==> config.mk <==
export PLATFORM = sky130hd
export DESIGN_NAME = apb_slave_regfile_flat
export DESIGN_NICKNAME = d
export VERILOG_FILES = /design/src/rtl/apb_slave_regfile_if.sv /design/src/rtl/apb_slave_regfile.sv /design/src/flat_wrapper.sv
export SDC_FILE = /design/constraint.sdc
export NUM_CORES = 1
export LEC_CHECK = 0
export BUFFER_PORTS_ARGS = -buffer_cell sky130_fd_sc_hd__buf_2
export CORE_MARGIN = 2
export CORE_UTILIZATION = 25
export CTS_CLUSTER_DIAMETER = 40
export DETAILED_ROUTE_END_ITERATION = 16
export GPL_ROUTABILITY_DRIVEN = 0
export GPL_TIMING_DRIVEN = 0
export PLACE_DENSITY_LB_ADDON = 0.1
export SYNTH_ARGS = -nofsm -noshare
export SYNTH_HDL_FRONTEND = slang
export SYNTH_SLANG_ARGS = --single-unit
==> constraint.sdc <==
create_clock -name pclk -period 19.8 [get_ports pclk]
set_clock_uncertainty 0.1 [all_clocks]
set_input_delay 0 -clock pclk [delete_from_list [all_inputs] [get_ports pclk]]
set_output_delay 0 -clock pclk [all_outputs]
set_load 0.01 [all_outputs]
==> src/rtl/apb_slave_regfile_if.sv <==
// apb_slave_regfile_if: APB bus bundle between the APB master and the register-file completer
interface apb_slave_regfile_if #(
    parameter int ADDR_W = 8,
    parameter int DATA_W = 8
);
    logic              psel;
    logic              penable;
    logic              pwrite;
    logic [ADDR_W-1:0] paddr;
    logic [DATA_W-1:0] pwdata;
    logic [DATA_W-1:0] prdata;
    logic              pready;
    logic              pslaverr;

    modport master (output psel, penable, pwrite, paddr, pwdata, input prdata, pready, pslaverr);
    modport slave  (input psel, penable, pwrite, paddr, pwdata, output prdata, pready, pslaverr);
endinterface

==> src/rtl/apb_slave_regfile.sv <==
// apb_slave_regfile: APB completer with register file, programmable wait states and decode errors; APB_SLV_WRPROT_EN makes PROT_BASE..DEPTH-1 read-only
module apb_slave_regfile #(
    parameter int ADDR_W      = 8,
    parameter int DATA_W      = 8,
    parameter int DEPTH       = 64,
    parameter int WAIT_CYCLES = 1,
    parameter int PROT_BASE   = 48
) (
    input logic pclk,
    input logic preset,
    apb_slave_regfile_if.slave bus
);
    localparam int AW = $clog2(DEPTH);
    localparam logic [ADDR_W:0] DEPTH_A = (ADDR_W+1)'(DEPTH);
    localparam logic [ADDR_W:0] PROT_A  = (ADDR_W+1)'(PROT_BASE);
`ifdef APB_SLV_WRPROT_EN
    localparam bit WRPROT = 1'b1;
`else
    localparam bit WRPROT = 1'b0;
`endif

    typedef enum logic {IDLE, ACCESS} state_t;

    state_t            state_q, state_d;
    logic [3:0]        cnt_q, cnt_d;
    logic [ADDR_W-1:0] addr_q;
    logic              wr_q, err_q;
    logic [DATA_W-1:0] wdata_q, prdata_q;
    logic [DATA_W-1:0] mem_q [DEPTH];
    logic              setup, done, load, wr_en, valid_in, err_in;
    logic [DATA_W-1:0] rd_in;

    // setup decode, completion, error classification and read-data source (with write forwarding)
    always_comb begin
        setup    = bus.psel & ~bus.penable;
        done     = (state_q == ACCESS) && (cnt_q == 4'd0) && bus.psel;
        wr_en    = done & wr_q & ~err_q;
        valid_in = {1'b0, bus.paddr} < DEPTH_A;
        err_in   = ~valid_in | (WRPROT & bus.pwrite & ({1'b0, bus.paddr} >= PROT_A));
        rd_in    = !valid_in ? '0 : (wr_en && addr_q == bus.paddr) ? wdata_q : mem_q[bus.paddr[AW-1:0]];
        bus.pready   = (state_q == ACCESS) && (cnt_q == 4'd0);
        bus.pslaverr = bus.pready & err_q;
        bus.prdata   = prdata_q;
    end

    // next state: start on setup, count wait states, abort on psel drop, relatch on back-to-back setup
    always_comb begin
        state_d = state_q;
        cnt_d   = cnt_q;
        load    = 1'b0;
        if (state_q == IDLE) begin
            load = setup;
        end else if (!bus.psel) begin
            state_d = IDLE;
        end else if (cnt_q != 4'd0) begin
            cnt_d = bus.penable ? cnt_q - 4'd1 : cnt_q;
        end else begin
            load    = setup;
            state_d = IDLE;
        end
        if (load) begin
            state_d = ACCESS;
            cnt_d   = 4'(WAIT_CYCLES);
        end
    end

    // FSM state and wait counter
    always_ff @(posedge pclk or posedge preset) begin
        if (preset) begin
            state_q <= IDLE;
            cnt_q   <= '0;
        end else begin
            state_q <= state_d;
            cnt_q   <= cnt_d;
        end
    end

    // setup-latched transfer attributes, read data and register file writes
    always_ff @(posedge pclk or posedge preset) begin
        if (preset) begin
            addr_q   <= '0;
            wr_q     <= 1'b0;
            err_q    <= 1'b0;
            wdata_q  <= '0;
            prdata_q <= '0;
            for (int i = 0; i < DEPTH; i++) mem_q[i] <= '0;
        end else begin
            if (load) begin
                addr_q   <= bus.paddr;
                wr_q     <= bus.pwrite;
                err_q    <= err_in;
                wdata_q  <= bus.pwdata;
                prdata_q <= rd_in;
            end
            if (wr_en) mem_q[addr_q[AW-1:0]] <= wdata_q;
        end
    end
endmodule
==> src/flat_wrapper.sv <==
// flat-port wrapper written by rule: the top's interface ports become plain ports
module apb_slave_regfile_flat 
#(
    parameter int ADDR_W      = 8,
    parameter int DATA_W      = 8,
    parameter int DEPTH       = 64,
    parameter int WAIT_CYCLES = 1,
    parameter int PROT_BASE   = 48
)
  (pclk, preset, bus_psel, bus_penable, bus_pwrite, bus_paddr, bus_pwdata, bus_prdata, bus_pready, bus_pslaverr);
  apb_slave_regfile_if #(.ADDR_W(ADDR_W), .DATA_W(DATA_W)) bus_i ();
  input logic pclk;
  input logic preset;
  input wire logic [$bits(bus_i.psel)-1:0] bus_psel;
  input wire logic [$bits(bus_i.penable)-1:0] bus_penable;
  input wire logic [$bits(bus_i.pwrite)-1:0] bus_pwrite;
  input wire logic [$bits(bus_i.paddr)-1:0] bus_paddr;
  input wire logic [$bits(bus_i.pwdata)-1:0] bus_pwdata;
  output wire logic [$bits(bus_i.prdata)-1:0] bus_prdata;
  output wire logic [$bits(bus_i.pready)-1:0] bus_pready;
  output wire logic [$bits(bus_i.pslaverr)-1:0] bus_pslaverr;
  assign bus_i.psel = bus_psel;
  assign bus_i.penable = bus_penable;
  assign bus_i.pwrite = bus_pwrite;
  assign bus_i.paddr = bus_paddr;
  assign bus_i.pwdata = bus_pwdata;
  assign bus_prdata = bus_i.prdata;
  assign bus_pready = bus_i.pready;
  assign bus_pslaverr = bus_i.pslaverr;
  apb_slave_regfile #(.ADDR_W(ADDR_W), .DATA_W(DATA_W), .DEPTH(DEPTH), .WAIT_CYCLES(WAIT_CYCLES), .PROT_BASE(PROT_BASE)) u_core (.pclk(pclk), .preset(preset), .bus(bus_i));
endmodule
After elaboration in Yosys (flattened, before gate mapping)
Index checks and enable logic that the tools add are counted.
W data, S select, Z words.
{ "totals": {"ff_bits": 543, "in_bits": 21, "word_cells": 117} }
{ "classes": {"addsub": 1, "order_cmp": 4, "n_eq_ne": 1, "mux": 20, "bitwise": 9, "n_reduce_logical": 11} }
{ "op_table": {"columns": ["cell", "count"], "rows": [
  ["$bwmux W512", 1],
  ["$bmux W8 S6", 1],
  ["$demux W8 S6", 1],
  ["$mux W8", 5],
  ["$mux W4", 5],
  ["$ge A7 B7 Y1 const B", 2],
  ["$not A6 Y7", 2],
  ["$eq A8 B8 Y1", 1],
  ["$lt A8 B7 Y1 const B", 1],
  ["$reduce_bool A2 Y1", 4],
  ["$lt A7 B1 Y1 const B", 1],
  ["$mux W1", 7],
  ["$and A1 B1 Y1", 4],
  ["$logic_and A1 B1 Y1", 4],
  ["$logic_not A4 Y1", 1],
  ["$reduce_and A4 Y1", 1],
  ["$reduce_bool A4 Y1", 1],
  ["$sub A4 B1 Y4 const B", 1],
  ["$not A1 Y1", 3]
]} }

Depth between registers and ports, before layout
Gate-level depths: netlist (run 1).
{ "depth": {"depth_word": 8, "mapped_depth": 9, "depth_no_buf": 7} }

Worst setup path before layout (run 1)
Ideal clock, no wire load.
{ "synth_path": {"kind": "reg-to-reg", "startpoint": "reg u_core.cnt_q[0]", "endpoint": "reg u_core.mem_q[0] (netlist name)", "setup_ns": 0.125, "arrival_ns": 2.118, "required_time_ns": 19.575, "slack_ns": 17.457, "stages_incl_launch_ff": 9, "n_path_buf": 1, "period_less_slack_ns": 2.343, "cell_sequence": "dfrtp_1 > inv_1 > ha_1 > and4bb_2 > and3_1 > buf_2 > nand3_4 > nor2_2 > mux2_2"} }
{ "synth_between": {"elab_chain_cells": 5} }
{ "synth_lines": {"columns": ["item", "line_no", "source"], "rows": [
  ["start: declaration", "apb_slave_regfile.sv:25", "logic [3:0] cnt_q, cnt_d;"],
  ["start signal: assignment", "apb_slave_regfile.sv:74", "cnt_q <= cnt_d;"],
  ["$logic_not A4 Y1", null, null],
  ["$logic_and A1 B1 Y1", null, null],
  ["via bus_pready", "flat_wrapper.sv:20", "output wire logic [$bits(bus_i.pready)-1:0] bus_pready;"],
  ["$logic_and A1 B1 Y1", "apb_slave_regfile.sv:36", "done = (state_q == ACCESS) && (cnt_q == 4'd0) && bus.psel;"],
  ["$and A1 B1 Y1 (2 in a row)", "apb_slave_regfile.sv:37", "wr_en = done & wr_q & ~err_q;"],
  ["end signal: indexed assignment", "apb_slave_regfile.sv:95", "if (wr_en) mem_q[addr_q[AW-1:0]] <= wdata_q;"],
  ["end: declaration", "apb_slave_regfile.sv:29", "logic [DATA_W-1:0] mem_q [DEPTH];"]
]} }
The timed path passes the listed nets, and every way through them passes these cells.
A chain may end at the register's enable or synchronous reset.

Final worst setup path (run 1)
{ "layout_path": {"startpoint": "reg u_core.cnt_q[0]", "endpoint": "reg u_core.mem_q[456] (netlist name)"} }
{ "layout_between": {"elab_chain_cells": 5} }
{ "layout_lines": {"columns": ["item", "line_no"], "rows": [
  ["$logic_not A4 Y1", "apb_slave_regfile.sv:36"],
  ["$logic_and A1 B1 Y1 (2 in a row)", "apb_slave_regfile.sv:36"],
  ["$and A1 B1 Y1 (2 in a row)", "apb_slave_regfile.sv:37"]
]} }
No other way between the ends.

==> results of run 1 <==
[synthesized netlist by cell type, types with 6 or more instances]
library cell  number  area [um^2]
nor2_4            21          236
dfrtp_1          543        13600
a22oi_1           29          218
mux2_1             7         78.8
and2_1             6         37.5
xor2_1             8         70.1
a31oi_1            8         50.1
nand2_2           26          163
mux2_2           528         5950
nor2_1            16         60.1
mux2i_1           28          280
nand2_1           29          109
mux4_2           126         2840
nand4_1            6         37.5
buf_2             37          185
o21ai_0           10         50.1
buf_4              6         45.0
nor2_2            12         75.1
nand3_1           15         75.1
clkbuf_1          80          300
nor2b_1           14         87.6
o22ai_1           17          106
[cell type report]
class | count | area (um^2) | area share [%]
flip-flops and latches | 543 | 13600 | 43.3
multi-input cells | 967 | 11000 | 35.1
clock buffers | 142 | 3140 | 10.0
well taps | 1298 | 1620 | 5.18
clock inverters | 69 | 950 | 3.03
plain buffers | 128 | 551 | 1.76
repair buffers | 52 | 473 | 1.51
inverters | 4 | 22.5 | 0.0718
diodes | 4 | 10.0 | 0.0319
[state kept, by name, indices dropped and copies added, names as in the netlist]
name               flops
u_core.err_q           1
u_core.bus.prdata      8
u_core.cnt_q           4
u_core.addr_q          8
u_core.wr_q            1
u_core.wdata_q         8
u_core.state_q         1
u_core.mem_q         512
[metal layers]
| layer | wire length (um) | up-vias |
|---|---|---|
| met4 | 2290 | 2 |
| met1 | 41200 | 8385 |
| met2 | 40000 | 321 |
| li1 | - | 6510 |
| met3 | 3740 | 125 |
| met5 | 13 | - |
[timing repair]
action,4_1_cts,5_1_grt
endpoints found under the setup margin,0,0
hold buffers,20,0
hold endpoints to repair,249,0
[kinds of logic after synthesis]
family | synth area share, %
AO/OA/AOI/OAI | 2.15
XOR/XNOR | 0.279
adder cells (fa/ha/maj) | 0.0995
buffers and inverters | 2.25
flip-flops | 54.0
multiplexers | 36.3
AND/OR/NAND/NOR | 4.86
[stage by stage]
step | setup TNS (ns) | cells | area, um^2
3_3_place_gp | -1378.84 | 2967 | 26900
2_1_floorplan | 0 | 1642 | 25200
3_5_place_dp | 0 | 2972 | 27100
4_1_cts | 0 | 3203 | 31400
5_1_grt | 0 | 3203 | 31400
6_report | 0 | 3207 | 31400
[worst max-delay path: stages (launching register included)]
cell      delay [ns]
dfrtp_1         0.43
inv_1           0.11
ha_1            0.19
and4bb_2        0.43
nand3b_1        0.26
nor2_2          0.69
nand2_1         0.57
mux2_2          0.43
[power by group through the flow]
stage	combinational (mW)	sequential, mW	clock, mW
after floorplan	0.219	1.18	0
after global placement	0.431	1.18	0
after detailed placement	0.435	1.18	0
after CTS	0.439	1.16	2.08
after global routing	0.463	1.17	2.14
final	0.426	1.17	2.03
[path summary, 6_finish.rpt]
check,slack [ns],start,cells past startpoint,to
max reg2reg,16.45,u_core.cnt_q[0],7,u_core.mem_q[456]
min reg2reg,0.38,u_core.mem_q[196],1,u_core.mem_q[196]
max in group asynchronous,17.30,preset,7,u_core.mem_q[189]
max,16.45,u_core.cnt_q[0],7,u_core.mem_q[456]
min,0.05,bus_pwdata[1],3,u_core.wdata_q[1]
min in group asynchronous,0.43,preset,4,u_core.mem_q[507]
==> metrics.md, run 1 <==
| Metric | Value |
|---|---|
| Worst slew pin tran | `1.22 ns` |
| DRT Pass-1 Iters | `4` |
| Post-route setup slack | `~16 ns` |
| I/O pin count | `31` |
| Max Clk Rate | `299 MHz` |
| Sequential share of power | `32.2%` |
| Final Util | `between 30% and 40%` |
| Most common cell after layout, fill and taps aside | `dfrtp_1` |
| Starting Density | `approximately a quarter` |
| Worst EP required | `20.24 ns` |
| Routed len/inst | `between 20 and 30 um` |
| Fin. max-slew vios | `0` |
| Fraction of layout cells with a size suffix above 1 | `a little over half` |
| Area growth syn-to-layout | `24.7%` |
| DPL Wire Length | `60.5 mm` |
| Post-Syn Nets | `around 1.7k` |
| Vias in the first global route | `roughly 17k` |
| Clock power frac | `between 50% and 60%` |
| Antenna violations before repair | `6` |
| Grt total ovfl | `0` |
| Arr. time, crit path | `~3.8 ns` |
| Sequential cell area fraction in the yosys report | `54.0%` |
| Number of gates resized after CTS | `0` |
| Die Area | `0.103 mm^2` |
| Int Pwr | `around 2.6 mW` |
| PwrDens | `~120 mW/mm^2` |
| FFs w/ async S/R, synth | `100%` |
| Hold Fails Final Rpt | `0` |
| Gr usage total | `17.3%` |
| Crit. End Element | `flop` |
| Clk slew on worst S/H paths | `approximately 0.05 ns` |
| Via-per-instance ratio | `4.78` |
| Met2 Usage GRT | `between 20% and 30%` |
| Clock Tree Buf Depth | `3` |
| Max-slew headroom | `18.3%` |
| Post-synth EDFFs | `0` |
| Vias | `15.3k` |
| VDD IR max | `0.0000709 V` |
| Grt met3 use | `3.34%` |
| Drt first-iter violations | `about 750` |
| Post-CTS Setup Bufs | `0` |
| Gate Count Post-Synth | `approximately 1.6k` |
| Worst-Skew Late Latency | `between 0.6 and 0.7 ns` |
| Max-cap viol count | `0` |
| Post-layout min period | `roughly 3.3 ns` |
| Number of port buffers | `27` |
| Root buf cell | `clkbuf_16` |
| Synth unique cells | `53` |
| DR DRC count | `0` |
| Die H | `roughly 320 um` |
| Fill cell count | `9856` |
| Fin crit share | `16.9%` |
| Min-delay worst type | `in -> reg` |
| Final setup vio count | `0` |
| Largest net degree at the start of global routing | `roughly 120` |
| Pre-CTS WS | `about 16 ns` |
| Mapped cell area | `0.0252 mm^2` |
| GRT busiest layer | `met2` |
| Critical Path Start Type | `flop` |
| Post-Synthesis Mean Instance Area | `15.3 um^2` |
| Setup CP Type | `reg -> reg` |
| Register bit total from synthesis | `543` |
| Site Rows | `116` |
| Run status | `finished, final reports clean` |
| WHS | `approximately 0.05 ns` |
| Switch share | `roughly 28%` |
| Yosys warning total | `0` |
| Most frequent cells in the layout | `543 x dfrtp_1, 528 x mux2_2, 126 x mux4_2` |
| Die width | `around 320 um` |
| Inserted Clock Buffers | `114` |
| Combinational Power Share | `between 10% and 20%` |
| CTS tree | `built` |
| NetSw | `roughly 1000 uW` |
| Core ar. | `0.0999 mm^2` |
| Drt total wl | `about 87 mm` |
| Overall power | `roughly 3.6 mW` |
| Final antenna-violating net count | `0` |
| GR met1 Demand/Resource | `about a quarter` |
| Clock tree sinks | `between 500 and 600` |
| RSZ-0062 raised after global routing | `no` |
| Peak fanout along the critical path | `8` |
| Leakage | `approximately 15 nW` |
| Nets | `~1.8k` |
| Primary FF master, synth | `dfrtp_1` |
| H-tree levels | `3` |
| Global-route wire length before repair | `~130 mm` |
Power figures use the tool's default switching activity.
==> run 2: changes to the inputs <==
--- a/config.mk
+++ b/config.mk
@@ -5,6 +5,7 @@
 export SDC_FILE = /design/constraint.sdc
 export NUM_CORES = 1
 export LEC_CHECK = 0
+export ABC_AREA = 1
 export BUFFER_PORTS_ARGS = -buffer_cell sky130_fd_sc_hd__buf_2
 export CORE_MARGIN = 2
 export CORE_UTILIZATION = 25
==> constraint.sdc (replaced) <==
create_clock -name pclk -period 3.17 [get_ports pclk]
set_clock_uncertainty 0.1 [all_clocks]
set_input_delay 0 -clock pclk [delete_from_list [all_inputs] [get_ports pclk]]
set_output_delay 0 -clock pclk [all_outputs]
set_load 0.01 [all_outputs]
==> metrics.md, run 2 <==
| Metric | Value |
|---|---|
| Run status | `finished, final reports clean (unchanged)` |
| Buf/Inv on CP | `3 (was 1)` |
| Arr. time, crit path | `3.42 ns (was 3.79 ns)` |
| Critical path's most frequent cell | `nand3_1` |
| Worst slew pin tran | `1.45 ns (was 1.22 ns)` |
| I/O pin count | `31 (unchanged)` |
| Final antenna-violating net count | `0 (unchanged)` |
| Grt total ovfl | `0 (unchanged)` |
| PwrDens | `730 mW/mm^2 (was 116 mW/mm^2)` |
| Area growth syn-to-layout | `26.6% (was 24.7%)` |
| Top cells by area, synth | `dfrtp_1 54%, nand2_1 17%, o21ai_0 11% (was dfrtp_1 54%, mux2_2 24%, mux4_2 11%)` |
| Max FFs per register | `512 (unchanged)` |
| Clock Tree Buf Depth | `3 (unchanged)` |
| Setup CP Type | `in -> reg (was reg -> reg)` |
| Root buf cell | `clkbuf_16 (unchanged)` |
| Top cell type's share of synthesized area | `54.4% (was 54.0%)` |
| Core ar. | `0.0987 mm^2 (was 0.0999 mm^2)` |
| Primary FF master, synth | `dfrtp_1 (unchanged)` |
| Routed len/inst | `26.2 um (was 27.2 um)` |
| Most common cell after layout, fill and taps aside | `nand2_1 (was dfrtp_1)` |
| Max-slew headroom | `3.16% (was 18.3%)` |
| Vias in the first global route | `23.2k (was 16.7k)` |
| Biggest register | `u_core.mem_q (unchanged)` |
| Final setup vio count | `0 (unchanged)` |
| DR DRC count | `0 (unchanged)` |
| Site Rows | `115 (was 116)` |
| Critical Path Start Type | `input port (was flop)` |
| DRT Pass-1 Iters | `7 (was 4)` |
| Critical path's slowest cell | `clkbuf_1 (was nor2_2)` |
| Hold Fails Final Rpt | `0 (unchanged)` |
| Post-Synthesis Mean Instance Area | `8.00 um^2 (was 15.3 um^2)` |
| Most frequent cells in the layout | `1139 x nand2_1, 543 x dfrtp_1, 531 x o21ai_0 (was 543 x dfrtp_1, 528 x mux2_2, 126 x mux4_2)` |
| Gate Count Post-Synth | `3119 (was 1642)` |
| Post-synth EDFFs | `0 (unchanged)` |
| Gr usage total | `24.0% (was 17.3%)` |
| Peak fanout along the critical path | `11 (was 8)` |
| FFs w/ async S/R, synth | `100% (unchanged)` |
| Die width | `320 um (was 321 um)` |
| Fin crit share | `roughly 93%` |
| Final Util | `32.0% (was 31.4%)` |
| Die H | `320 um (was 321 um)` |
| Worst EP required | `3.65 ns (was 20.24 ns)` |
| Via-per-instance ratio | `5.02 (was 4.78)` |
| RSZ-0062 raised after global routing | `no (unchanged)` |
| Drt first-iter violations | `2332 (was 753)` |
| DPL Wire Length | `85.3 mm (was 60.5 mm)` |
| Top cells by count, synth | `1139 x nand2_1, 543 x dfrtp_1, 531 x o21ai_0 (was 543 x dfrtp_1, 528 x mux2_2, 126 x mux4_2)` |
| Nets | `3335 (was 1833)` |
| Max Clk Rate | `341 MHz` |
| Clk slew on worst S/H paths | `0.05 ns (about the same)` |
| Number of port buffers | `26 (was 27)` |
| Vias | `23.6k (was 15.3k)` |
| Global-route wire length before repair | `176 mm (was 126 mm)` |
| Fin. max-slew vios | `0 (unchanged)` |
| Min-delay worst type | `in -> reg (unchanged)` |
| Starting Density | `25.3% (was 25.2%)` |
| Clock tree sinks | `543 (unchanged)` |
| Slowest stage delay, CP | `1.00 ns (was 0.69 ns)` |
| Largest net degree at the start of global routing | `39 (was 117)` |
| Cell family with most CP delay | `buffers and inverters (was simple AND/OR/NAND/NOR gates)` |
| H-tree levels | `3 (unchanged)` |
| Top-count cell post-synth | `nand2_1 (was dfrtp_1)` |
| VDD IR max | `0.000443 V (was 0.0000709 V)` |
| Synth unique cells | `27 (was 53)` |
| Crit. End Element | `flop (unchanged)` |
| Sequential cell area fraction in the yosys report | `54.4% (was 54.0%)` |
| Max-cap viol count | `0 (unchanged)` |
| Inserted Clock Buffers | `116 (was 114)` |
| Mapped cell area | `0.0250 mm^2 (was 0.0252 mm^2)` |
| Leakage | `13.6 nW (was 14.6 nW)` |
| Worst-Skew Late Latency | `0.70 ns (was 0.67 ns)` |
| CTS tree | `built (unchanged)` |
| Drt total wl | `123 mm (was 87.2 mm)` |
| Fraction of layout cells with a size suffix above 1 | `10.3% (was 52.5%)` |
| Die Area | `0.102 mm^2 (was 0.103 mm^2)` |
| Critical path, cell by cell | `buf_2, clkbuf_1, clkbuf_2, nand3_1, nand3_1, nand3_1, nand3_1, nand3_1, nand2_1, nand2_1, nand2_1, nand2_1 (was inv_1, ha_1, and4bb_2, nand3b_1, nor2_2, nand2_1, mux2_2)` |
| Area leader, netlist | `dfrtp_1 (unchanged)` |
| Post-Syn Nets | `3142 (was 1665)` |
| Post-layout min period | `~3 ns` |
| TNS Setup | `0 ns (unchanged)` |
| Antenna violations before repair | `7 (was 6)` |
| Register bit total from synthesis | `543 (unchanged)` |
| Yosys warning total | `0 (unchanged)` |
==> run 2: cell count changes in the layout (fill, tap and decap cells not counted), sizes merged, moves of 10 or more <==
cell / before / now
mux2i: 28 / 0
inv: 12 / 48
o22ai: 17 / 0
a22oi: 29 / 0
clkinvlp: 9 / 19
o21ai: 10 / 538
mux2: 535 / 0
buf: 79 / 137
mux4: 126 / 0
clkbuf: 223 / 303
nor2b: 14 / 0
nand3: 16 / 504
nand2: 55 / 1159
==> run 2: kinds of logic (layout without fill, tap and decap cells) <==
logic type                 after synthesis  after routing  synth area share [%]
xor gates and xnor gates                 8              8                 0.281
buffers and inverters                  292            586                  5.20
and+or+nand+nor                       1732           1732                  29.1
adders and majority gates                2              2                 0.100
other                                    0              3                     0
AOI/OAI and AO/OA                      542            542                  10.9
DFF                                    543            543                  54.4
==> run 2: worst paths after layout <==
| kind | start | endpoint | slack [ns] | depth (start not counted) |
|---|---|---|---|---|
| setup / recovery | bus_paddr[1] | u_core.bus.prdata[2] | 0.23 | 12 |
| hold / removal | bus_pwdata[6] | u_core.wdata_q[6] | 0.07 | 4 |
| setup reg to reg | u_core.addr_q[0] | u_core.mem_q[424] | 0.27 | 7 |
| hold reg to reg | u_core.bus.prdata[2] | u_core.bus.prdata[2] | 0.37 | 2 |
| max in group asynchronous | preset | u_core.mem_q[73] | 0.99 | 8 |
| min in group asynchronous | preset | u_core.mem_q[230] | 0.48 | 4 |
==> run 2: timing repair <==
action / CTS / global route
setup endpoints to repair: 131 / 8
gates resized for setup: 1 / 1
hold buffers: 29 / 0
setup buffers: 4 / 0
cloned: 0 / 0
hold endpoints to repair: 176 / 0
pin swaps: 2 / 0
==> run 2: stage by stage <==
stage / instance area [um^2] / hold slack, ns / instances / total power, mW / worst slack, ns
floorplan: 25000 / -0.00201 / 3119 / 8.46 / -4.32
global placement: 26700 / 0.115 / 4432 / 10.0 / -8.77
detailed placement: 27000 / 0.0569 / 4448 / 10.1 / -0.828
CTS: 31600 / 0.0261 / 4700 / 23.2 / 0.220
global route: 31600 / 0.0428 / 4700 / 23.7 / 0.133
finish: 31600 / 0.0702 / 4703 / 23.1 / 0.234
==> run 2: where the power goes <==
group | switching (mW) | total (mW) | internal [mW]
clock | 4.29 | 13.1 | 8.77
sequential | 0.0652 | 7.14 | 7.08
combinational | 2.39 | 2.85 | 0.460
total | 6.74 | 23.1 | 16.3
==> run 2: worst register-to-register path, cell delays in order, from the launching register on <==
cell,delay [ns]
dfrtp_1,0.44
inv_1,0.24
nand3_1,0.83
nor2_1,0.33
nand2_1,0.27
clkbuf_1,0.35
nand2_1,0.11
o21ai_0,0.08
==> run 2: area by class of cell <==
| type | count | area, um^2 |
|---|---|---|
| antenna | 3 | 7.51 |
| sequential | 543 | 13600 |
| multi-input combinational | 2284 | 10100 |
| timing repair buffer | 75 | 783 |
| fill | 10633 | 67100 |
| clock buffer | 149 | 3260 |
| clock inverter | 70 | 966 |
| tap | 1287 | 1610 |
| inverter | 47 | 180 |
| buffer | 245 | 1130 |
==> run 2: layer usage <==
layer  GRT usage (%)  wire length, um
met1            33.6            56200
met3            4.89             8180
met4            8.71             4770
met5               0               34
met2            36.7            54200
==> run 3: changes to the inputs <==
==> constraint.sdc (replaced) <==
create_clock -name pclk -period 3.5 [get_ports pclk]
set_clock_uncertainty 0.1 [all_clocks]
set_input_delay 0 -clock pclk [delete_from_list [all_inputs] [get_ports pclk]]
set_output_delay 0 -clock pclk [all_outputs]
set_load 0.01 [all_outputs]
==> metrics.md, run 3 (same netlist as run 2, synthesis figures left out) <==
| Metric | Value |
|---|---|
| Min-delay worst type | `in -> reg (unchanged)` |
| Via-per-instance ratio | `5.00 (was 5.02)` |
| TNS Setup | `0 ns (unchanged)` |
| Setup CP Type | `in -> reg (unchanged)` |
| Grt total ovfl | `0 (unchanged)` |
| Antenna violations before repair | `7 (unchanged)` |
| Drt total wl | `123 mm (about the same)` |
| Critical Path Start Type | `input port (unchanged)` |
| Largest net degree at the start of global routing | `39 (unchanged)` |
| Die H | `320 um (unchanged)` |
| Vias | `23.5k (was 23.6k)` |
| Site Rows | `115 (unchanged)` |
| Routed len/inst | `26.3 um (was 26.2 um)` |
| Worst r2r src | `u_core.cnt_q[0] (was u_core.addr_q[0])` |
| Leakage | `13.6 nW (about the same)` |
| VDD IR max | `0.000401 V (was 0.000443 V)` |
| Run status | `finished, final reports clean (unchanged)` |
| Critical path's slowest cell | `clkbuf_1 (unchanged)` |
| Final Util | `32.0% (about the same)` |
| Fin crit share | `a little over nine tenths` |
| Overall power | `20.9 mW (was 23.1 mW)` |
| Worst EP required | `3.99 ns (was 3.65 ns)` |
| Critical path, cell by cell | `buf_2, clkbuf_1, clkbuf_1, nand3_1, nand3_1, nand3_1, nand3_1, nand3_1, nand2_1, nand2_1, nand2_1, nand2_1 (was buf_2, clkbuf_1, clkbuf_2, nand3_1, nand3_1, nand3_1, nand3_1, nand3_1, nand2_1, nand2_1, nand2_1, nand2_1)` |
| PwrDens | `662 mW/mm^2 (was 730 mW/mm^2)` |
| Clock tree sinks | `543 (unchanged)` |
| H-tree levels | `3 (unchanged)` |
| Fraction of layout cells with a size suffix above 1 | `10.3% (about the same)` |
| Starting Density | `25.3% (unchanged)` |
| Final antenna-violating net count | `0 (unchanged)` |
| Max Clk Rate | `approximately 290 MHz` |
| Slowest stage delay, CP | `1.05 ns (was 1.00 ns)` |
| Fin. max-slew vios | `0 (unchanged)` |
| Hold Fails Final Rpt | `0 (unchanged)` |
| Hold depth | `4 (unchanged)` |
| Peak fanout along the critical path | `11 (unchanged)` |
| Core ar. | `0.0987 mm^2 (unchanged)` |
| RSZ-0062 raised after global routing | `no (unchanged)` |
| WHS | `0.0662 ns (was 0.0702 ns)` |
| Worst R2R Path Depth | `10 (was 7)` |
| DR DRC count | `0 (unchanged)` |
| Worst reg2reg path endpoint | `u_core.bus.prdata[6] (was u_core.mem_q[424])` |
| Critical path's most frequent cell | `nand3_1 (unchanged)` |
| Global-route wire length before repair | `176 mm (about the same)` |
| Most common cell after layout, fill and taps aside | `nand2_1 (unchanged)` |
| Multi-input logic area | `0.0101 mm^2 (about the same)` |
| Drt first-iter violations | `2273 (was 2332)` |
| Arr. time, crit path | `3.93 ns (was 3.42 ns)` |
| Inserted Clock Buffers | `116 (unchanged)` |
| R2R setup slack | `0.56 ns (was 0.27 ns)` |
| Max FFs per register | `512 (unchanged)` |
| Die width | `320 um (unchanged)` |
| Die Area | `0.102 mm^2 (unchanged)` |
| CTS tree | `built (unchanged)` |
| Max-slew headroom | `5.28% (was 3.16%)` |
| Worst-Skew Late Latency | `0.70 ns (about the same)` |
| Number of gates resized after CTS | `0 (was 1)` |
| Max-cap viol count | `0 (unchanged)` |
| Gr usage total | `24.0% (about the same)` |
| Vias in the first global route | `23.2k (about the same)` |
| Nets | `3335 (unchanged)` |
| I/O pin count | `31 (unchanged)` |
| Most frequent cells in the layout | `1139 x nand2_1, 543 x dfrtp_1, 531 x o21ai_0 (unchanged)` |
| Fill cell count | `10.6k (about the same)` |
| Final instance count without filler cells | `4702 (was 4703)` |
| Hold Crit Endpoint | `u_core.wdata_q[6] (unchanged)` |
| DRT Pass-1 Iters | `5 (was 7)` |
| DPL Wire Length | `85.3 mm (unchanged)` |
| Register area | `0.0136 mm^2 (unchanged)` |
| Clock Tree Buf Depth | `3 (unchanged)` |
| Clk slew on worst S/H paths | `0.05 ns (about the same)` |
| Hold_sp | `bus_pwdata[6] (unchanged)` |
| Final setup vio count | `0 (unchanged)` |
| Setup crit start | `bus_paddr[1] (unchanged)` |
| Area growth syn-to-layout | `26.6% (about the same)` |
| Post-layout min period | `~3.4 ns` |
| Biggest register | `u_core.mem_q (unchanged)` |
| Worst slew pin tran | `1.42 ns (was 1.45 ns)` |
| Number of port buffers | `26 (unchanged)` |
| Placed Instances | `4448 (unchanged)` |
| Crit. End Element | `flop (unchanged)` |
| Root buf cell | `clkbuf_16 (unchanged)` |
run 3: changes by cell type in the layout (fill, tap and decap cells not counted):
cell	delta
nor3_1	+1
clkbuf_1	+1
nor3_2	-1
diode_2	-1
clkbuf_2	-1
run 3: how the worst max path moves through the flow:
stage	endpoint	slack (ns)	cells past startpoint
2_1_floorplan	u_core.addr_q[0]	-3.99	1
3_3_place_gp	u_core.state_q	-8.44	2
3_5_place_dp	u_core.bus.prdata[2]	-0.50	12
4_1_cts	u_core.mem_q[416]	0.02	10
5_1_grt	u_core.bus.prdata[5]	0.20	12
6_report	u_core.bus.prdata[5]	0.05	12
run 3: repair_timing:
action	CTS	global route
endpoints found under the hold margin	176	0
endpoints found under the setup margin	2	55
buffers inserted	2	2
pin swaps	1	1
hold buffers	29	0
run 3: critical path, delay by kind of cell:
kind / cells / cell delay, ns
buffers and inverters: 3 / 2.31
AND/OR/NAND/NOR: 9 / 1.54
run 3: power breakdown:
group	switching, mW	total (mW)	leakage (nW)	internal, mW
Combinational	2.17	2.58	4.03	0.417
Clock	3.90	11.8	2.03	7.95
Sequential	0.0594	6.47	7.55	6.41
run 3: layer usage:
layer / vias up / wire length (um) / track usage, %
met3: 229 / 8330 / 4.79
li1: 10733 / - / -
met1: 11728 / 56200 / 33.6
met2: 832 / 54100 / 36.6
met5: - / 34 / 0
met4: 6 / 4720 / 8.88
run 3: per-stage QoR:
step                worst slack (ns)  cell area (um^2)
floorplan                      -3.99             25000
global placement               -8.44             26700
detailed placement            -0.498             27000
CTS                           0.0163             31600
global route                   0.199             31600
finish                        0.0521             31600
run 3: area by class of cell:
type	instances	area share, %
Inverter	47	0.570
Timing Repair Buffer	75	2.48
Clock inverter	70	3.06
Clock buffer	149	10.3
Buffer	245	3.56
Sequential cell	543	43.0
Tap cell	1287	5.10
Antenna cell	2	0.0158
Multi-Input combinational cell	2284	31.9
